`src/rtl/jk_down_timer.sv`:
```
// Loadable down-counter/timer whose count bits are individual JK flops on one clock.
// One-shot stops at zero; auto-reload restarts from the last loaded value on expiry.
module jk_down_timer #(
  parameter int unsigned WIDTH       = 4,
  parameter int unsigned AUTO_RELOAD = 0
) (
  input  logic             clk,
  input  logic             reset,
  input  logic             load,
  input  logic [WIDTH-1:0] load_val,
  input  logic             start,
  input  logic             pause,
  output logic [WIDTH-1:0] count,
  output logic             busy,
  output logic             zero,
  output logic             done
);

  typedef enum logic {IDLE, RUN} state_t;

  state_t           state, state_next;
  logic [WIDTH-1:0] reload_reg;
  logic [WIDTH-1:0] j, k;
  logic             advance, expire, reload_now, borrow;

  // An advancing RUN edge either decrements or, at count 1, expires.
  always_comb begin
    advance    = (state == RUN) && !load && !pause && !zero;
    expire     = advance && (count == WIDTH'(1));
    reload_now = expire && (AUTO_RELOAD != 0);
  end

  // Bit i toggles on decrement only when all lower bits are 0 (borrow chain).
  always_comb begin
    j      = '0;
    k      = '0;
    borrow = 1'b1;
    for (int unsigned i = 0; i < WIDTH; i++) begin
      if (load) begin
        j[i] = load_val[i];
        k[i] = ~load_val[i];
      end else if (reload_now) begin
        j[i] = reload_reg[i];
        k[i] = ~reload_reg[i];
      end else if (advance) begin
        j[i] = borrow;
        k[i] = borrow;
      end
      borrow = borrow & ~count[i];
    end
  end

  always_ff @(posedge clk) begin
    for (int unsigned i = 0; i < WIDTH; i++) begin
      if (reset) begin
        count[i] <= 1'b0;
      end else begin
        case ({j[i], k[i]})
          2'b01:   count[i] <= 1'b0;
          2'b10:   count[i] <= 1'b1;
          2'b11:   count[i] <= ~count[i];
          default: count[i] <= count[i];
        endcase
      end
    end
  end

  always_ff @(posedge clk) begin
    if (reset) begin
      reload_reg <= '0;
      done       <= 1'b0;
    end else begin
      if (load) reload_reg <= load_val;
      done <= expire;
    end
  end

  always_ff @(posedge clk) begin
    if (reset) state <= IDLE;
    else       state <= state_next;
  end

  always_comb begin
    state_next = state;
    case (state)
      IDLE: if (!load && start && !zero) state_next = RUN;
      RUN: begin
        if (load)                                 state_next = IDLE;
        else if (expire && (AUTO_RELOAD == 0))    state_next = IDLE;
      end
      default: state_next = IDLE;
    endcase
  end

  always_comb begin
    busy = (state == RUN);
    zero = (count == '0);
  end

endmodule
```
`config.mk`:
```
export PLATFORM = sky130hd
export DESIGN_NAME = jk_down_timer
export DESIGN_NICKNAME = d
export VERILOG_FILES = /design/src/rtl/jk_down_timer.sv
export SDC_FILE = /design/constraint.sdc
export NUM_CORES = 1
export LEC_CHECK = 0
export CAP_MARGIN = 20
export CORE_AREA = 2 2 39 41
export CTS_BUF_LIST = sky130_fd_sc_hd__clkbuf_4
export CTS_CLUSTER_DIAMETER = 150
export DETAILED_ROUTE_END_ITERATION = 8
export DIE_AREA = 0 0 41 43
export PLACE_DENSITY = 0.49
export SYNTH_ARGS = -nofsm -noshare
export SYNTH_HDL_FRONTEND = slang
export SYNTH_SLANG_ARGS = --single-unit
```
`constraint.sdc`:
```
create_clock -name clk -period 1.7 [get_ports clk]
set_clock_uncertainty 0.1 [all_clocks]
set_input_delay 0.17 -clock clk [delete_from_list [all_inputs] [get_ports clk]]
set_output_delay 0.17 -clock clk [all_outputs]
set_load 0.05 [all_outputs]
```
==> results by group, run 1 <==
Global routing
  – Initial antenna violation count: 0
  – First-pass GRT wire length: 1276 um
  – Vias in the first global route: ~320
  – Largest net degree at the start of global routing: 10
  – GRT Residual Overflow: 0
  – Total GRT Usage: 0.1103

Logic synthesis
  – Top post-synthesis cells by count: dfxtp_1 (6), inv_1 (5), a21oi_1 (2), nor2_1 (2), o21ai_0 (2)
  – Total number of yosys warnings: 0
  – Synth area leader: dfxtp_1
  – Syn_nets: 43
  – Cells after Synth: 34
  – Yosys top cell area share: 0.3780
  – Syn Area/Cell: slightly above 9 um^2
  – Asr flop ratio synth: 0
  – Top-count cell post-synth: dfxtp_1
  – EDFF count, synth: 0
  – Post-synth cell types: 22
  – Sequential fraction of the synthesis area: 0.3780
  – Synth Flop Type: dfxtp_1
  – FF+latch count, synth: 6
  – Mapped Area: 317.8 um^2
  – Area contributors post-synth: dfxtp_1 (38%), inv_1 (5.9%), a221oi_2 (4.7%)

STA
  – Final setup fails: 0
  – Fin crit period: around 1.6 ns
  – Fmax: a little over 600 MHz
  – Slew of the pin with the lowest slew margin: around 0.37 ns
  – Slew margin rel.: 0.7466
  – Final setup margin: between 0.08 and 0.09 ns
  – Setup TNS Final: 0 ns
  – Final period util: 0.9482
  – Slew Viols, Final: 0
  – RSZ-0062 raised after global routing: no
  – Final Hold Fails: 0

Layout
  – Storage element area: 120.1 um^2
  – Fillers: 140
  – Final cell count without fillers: between 60 and 70
  – Layout cells sized above 1: 0.3462
  – Footprint of the multi-input gates: around 180 um^2
  – Final Instance Area: approximately 510 um^2
  – Diode count: 0
  – # nets final: 63
  – Area delta synth->final: 61.02%

Placement
  – Number of port buffers: 15
  – Post-DP Area: between 400 and 500 um^2
  – Place WS: 0.1477 ns
  – Post-DP HPWL: 593.6 um
  – Gpl congestion: 0.6657
  – Cells after DPL: between 60 and 70

Clock tree
  – Post-CTS Hold Fix Bufs: 0
  – Sinks on Clock Net: 6
  – Worst-path clk slew: 0.05 ns
  – CTS tree: built
  – CTS H-tree lvls: 1
  – CTS Buffer Depth: 2
  – Post-CTS resize count: 0
  – # Post-CTS Setup Buffers: 0
  – Root buf cell: clkbuf_4
  – Total CTS buffers: 3
  – Clock latency on the worst-skew pair: 0.24 ns

Hold path
  – Hold WC Path Type: input port to flip-flop
  – Hold path cells: 3

Setup path
  – CP arrival: roughly 1.3 ns
  – Reg2Reg Depth: 3
  – Slowest stage delay, CP: approximately 0.45 ns
  – Largest fanout on the critical path: 6
  – Critical Path End Type: primary output
  – Critical-path cell list: or3_4, nor2_2, buf_12
  – Levels on crit path: 3
  – Top delay family on crit path: simple AND/OR/NAND/NOR gates
  – Worst setup SP type: flip-flop
  – Worst path slowest cell: or3_4
  – Crit path buf inv count: 1
  – Crit path kind: flip-flop to primary output
  – CP required: around 1.4 ns

Floorplanning
  – # IOs: 16
  – Die height: between 40 and 50 um
  – Initial Utilization: 0.2297
  – Core Box Area: between 1000 and 1500 um^2
  – Die footprint: 1763 um^2
  – Die W: 41 um
  – Site Rows: 14

Run
  – Maxcap violations: 0

Routing
  – Post-route ant nets: 0
  – Vias per inst: 4.750
  – Drt total wl: 781 um
  – Starting DRT DRC Count: 3
  – DRC: 0
  – Avg WL per Cell: between 10 and 15 um
  – Via count: ~320
  – First drt pass iteration count: 4

Outcome
  – Status: finished, final reports clean

Power and ir drop
  – VDD IR max: 0.2841 mV
  – Pwr Density: about 810 nW/um^2
  – Leak: just over 0.2 nW
[path summary, 6_finish.rpt]
check / startpoint / end / slack [ns]
setup reg to reg: count[1] / done / 0.35
hold reg to reg: busy / busy / 0.42
setup / recovery: count[1] / zero / 0.09
hold / removal: load_val[0] / count[0] / 0.39
[metal layers]
layer,up-vias,routed length [um],global-route usage
met5,-,0,0
met4,0,0,0.08000
met3,0,79,0.04712
met2,15,354,0.1531
met1,147,347,0.1282
li1,161,-,-
[worst register-to-register path, stage by stage, from the launching register on]
cell,delay (ns)
dfxtp_1,0.36
or3_4,0.45
nor3_2,0.19
nor3b_2,0.18
[registers in the layout (all words and copies together), names as in the netlist]
signal  count
busy        1
count       4
done        1
[layout by cell type, fill, tap and decap left out, types with 2 or more instances in the layout]
cell	n
a21oi_1	2
buf_4	7
clkbuf_4	3
clkdlybuf4s50_1	8
dfxtp_1	6
inv_1	5
o21ai_0	2
[power by group]
part           leakage (nW)  switching (W)  internal (W)
combinational         0.145      0.0000681     0.0000553
clock                0.0138      0.0000512     0.0000798
sequential           0.0494      0.0000107      0.000149
[final cells by class]
cell class                      count  area share
Multi-Input combinational cell     22      0.3472
Timing Repair Buffer               16      0.2983
Sequential cell                     6      0.2347
Clock buffer                        3     0.04401
Tap cell                           16     0.03912
Inverter                            5     0.03667
[metrics by stage]
| stage | hold WS, ns | util | total power, W |
|---|---|---|---|
| after floorplan | 0.1362 | - | 0.0002314 |
| after global placement | 0.4164 | 0.3535 | 0.0002880 |
| after detailed placement | 0.4043 | 0.3535 | 0.0002868 |
| after CTS | 0.3857 | 0.3698 | 0.0004252 |
| after global routing | 0.3964 | 0.3698 | 0.0004381 |
| final | 0.3907 | 0.3698 | 0.0004144 |
[logic make-up after synthesis]
| group | Yosys count | share of synthesized area |
|---|---|---|
| buffers and inverters | 6 | 0.07086 |
| AND/OR/NAND/NOR | 13 | 0.3268 |
| AO/OA/AOI/OAI | 8 | 0.1929 |
| flip-flops | 6 | 0.3780 |
| multiplexers | 1 | 0.03150 |
No activity file was read; power rests on OpenSTA's default activity.
==> run 2, diff against run 1 <==
Settings changed: PLACE_DENSITY 0.49 to 0.54.
Clock period 1.7 ns to 1.64 ns, I/O delays scaled along.
==> results by group, run 2 (same netlist as run 1, synthesis figures left out) <==
Placement
  – Post-DP HPWL: 612 um (+3.1%)
  – Number of port buffers: 15 (unchanged)
  – Gpl congestion: 0.6826 (+2.5%)

Setup path
  – Crit path kind: flip-flop to primary output
  – Critical Path Source: count[3]
  – Largest fanout on the critical path: 5 (-1)
  – RR Startpoint: count[1]
  – CP required: 1.38 ns (-0.05 ns)
  – Critical Path End: zero
  – Worst path slowest cell: or3_4
  – R2R setup slack: 0.29 ns (-0.06 ns)
  – Levels on crit path: 3 (unchanged)
  – Crit path buf inv count: 1 (unchanged)
  – Slowest stage delay, CP: 0.45 ns (about the same)
  – RR Endpoint: count[2]
  – CP arrival: 1.28 ns (-0.06 ns)
  – Critical Path End Type: primary output
  – Worst setup SP type: flip-flop
  – Top delay family on crit path: simple AND/OR/NAND/NOR gates
  – Reg2Reg Depth: 4 (+1)
  – Critical-path cell list: or3_4, nor2_4, buf_12

Layout
  – Fillers: 152 (+8.6%)
  – Layout cells sized above 1: 0.3704 (+0.02422)
  – Final design utilization: 0.3933 (+0.02351)
  – Most frequent cells in the layout: clkdlybuf4s50_1 (8), buf_4 (8), dfxtp_1 (6)
  – Diode count: 0 (unchanged)
  – # nets final: 65 (+3.2%)
  – Max reg flops: 4 (unchanged)
  – Area delta synth->final: 71.26%
  – Biggest register: count

Clock tree
  – CTS tree: built
  – Worst-path clk slew: 0.05 ns (about the same)
  – CTS H-tree lvls: 1 (unchanged)
  – # Post-CTS Setup Buffers: 0 (unchanged)
  – Total CTS buffers: 3 (unchanged)
  – Clock latency on the worst-skew pair: 0.25 ns (about the same)
  – Sinks on Clock Net: 6 (unchanged)
  – Root buf cell: clkbuf_4
  – CTS Buffer Depth: 2 (unchanged)

Routing
  – Post-route ant nets: 0 (unchanged)
  – Via count: 316 (-2.2%)
  – DRC: 0 (unchanged)
  – Avg WL per Cell: 11.63 um (+1.2%)
  – Drt total wl: 814 um (+4.2%)
  – First drt pass iteration count: 2 (-2)
  – Vias per inst: 4.514 (-5.0%)
  – Starting DRT DRC Count: 2 (-1)

STA
  – Slew margin rel.: 0.7494 (+0.002811)
  – Final setup fails: 0 (unchanged)
  – Slew Viols, Final: 0 (unchanged)
  – Final period util: 0.9441
  – Fmax: 645.8 MHz
  – RSZ-0062 raised after global routing: no
  – Hold Slack: 0.3806 ns (-0.01005 ns)
  – Fin crit period: 1.548 ns
  – Setup TNS Final: 0 ns (unchanged)
  – Final Hold Fails: 0 (unchanged)
  – Slew of the pin with the lowest slew margin: 0.3747 ns (-0.0001092 ns)

Global routing
  – Vias in the first global route: 296 (-6.6%)
  – Initial antenna violation count: 0 (unchanged)
  – Total GRT Usage: 0.1084 (-0.001897)
  – First-pass GRT wire length: 1193 um (-6.5%)
  – Largest net degree at the start of global routing: 10 (unchanged)
  – GRT Residual Overflow: 0 (unchanged)

Power and ir drop
  – Logic pwr share: 0.317 (+0.019)
  – Sequential group share of total power: 0.368 (-0.018)
  – Switching power: 0.0001441 W (+11%)
  – Int Power: 0.0003033 W (+6.7%)
  – VDD IR max: 0.3038 mV (+6.9%)
  – Pwr Density: 822.1 nW/um^2 (+1.5%)
  – Power share of the clock group: 0.316 (about the same)
  – Sw Ratio: 0.3221 (+0.008294)
  – Leak: 0.2232 nW (+7.4%)

Floorplanning
  – Die footprint: 1763 um^2 (unchanged)
  – Core Box Area: 1384 um^2 (unchanged)
  – Die W: 41 um (unchanged)
  – Site Rows: 14 (unchanged)
  – Die height: 43 um (unchanged)
  – # IOs: 16 (unchanged)
  – Initial Utilization: 0.2297 (unchanged)

Hold path
  – Hold WC Path Type: input port to flip-flop

Run
  – Maxcap violations: 0 (unchanged)

Outcome
  – Status: finished, final reports clean
[run 2: cell count changes in the layout (fill, tap and decap cells not counted)]
cell	previous run	this run
nor2_2	1	0
buf_4	7	8
nor2_4	0	1
buf_12	1	2
[run 2: worst min-delay path by stage]
stage | to | slack, ns | depth (start not counted) | startpoint
after floorplan | count[0] | 0.13 | 1 | reset
after global placement | busy | 0.42 | 2 | busy
after detailed placement | busy | 0.42 | 2 | busy
after CTS | count[0] | 0.38 | 3 | load_val[0]
after global routing | count[1] | 0.39 | 3 | load_val[1]
final | count[0] | 0.38 | 3 | load_val[0]
[run 2: power by group through the flow]
stage | combinational, W | clock, W | sequential, W
floorplan | 0.0000480 | 0 | 0.000195
global placement | 0.000142 | 0 | 0.000167
detailed placement | 0.000143 | 0 | 0.000167
CTS | 0.000143 | 0.000146 | 0.000164
global route | 0.000150 | 0.000159 | 0.000166
finish | 0.000142 | 0.000141 | 0.000164
[run 2: layout make-up]
type | instances | area, um^2 | area share
sequential | 6 | 120.1 | 0.2207
multi-input combinational | 22 | 182.7 | 0.3356
tap | 16 | 20.02 | 0.03678
timing repair buffer | 18 | 180.2 | 0.3310
inverter | 5 | 18.77 | 0.03448
clock buffer | 3 | 22.52 | 0.04138
[run 2: worst reg2reg max path, cell delays in order, from the launching register on]
cell and delay, ns:
dfxtp_1 0.36, nor4b_1 0.32, buf_4 0.17, nand3b_1 0.07, a311oi_1 0.24
[run 2: through the flow]
stage	area, um^2	total power [W]	std cells	setup slack (ns)
after floorplan	325.3	0.0002427	34	0.03569
after global placement	521.8	0.0003095	67	0.06755
after detailed placement	521.8	0.0003099	67	0.09319
after CTS	544.3	0.0004531	70	0.03446
after global routing	544.3	0.0004749	70	0.02490
final	544.3	0.0004474	70	0.09163
[run 2: repair_timing]
| action | 4_1_cts | 5_1_grt |
|---|---|---|
| setup endpoints to repair | 0 | 1 |
| hold buffers | 0 | 0 |
| gates resized for setup | 0 | 0 |
[run 2: per-layer routing]
layer / routed length, um / vias to the layer above / track usage
li1: - / 166 / -
met1: 359 / 135 / 0.1158
met2: 362 / 13 / 0.1500
met3: 80 / 2 / 0.07853
met4: 11 / 0 / 0.06000
met5: 0 / - / 0
==> run 3, diff against run 2 <==
Settings changed: CTS_CLUSTER_SIZE from default to 40.
==> results of run 3 <==
No change in the layout: final DEF, timing and power equal those of run 2.
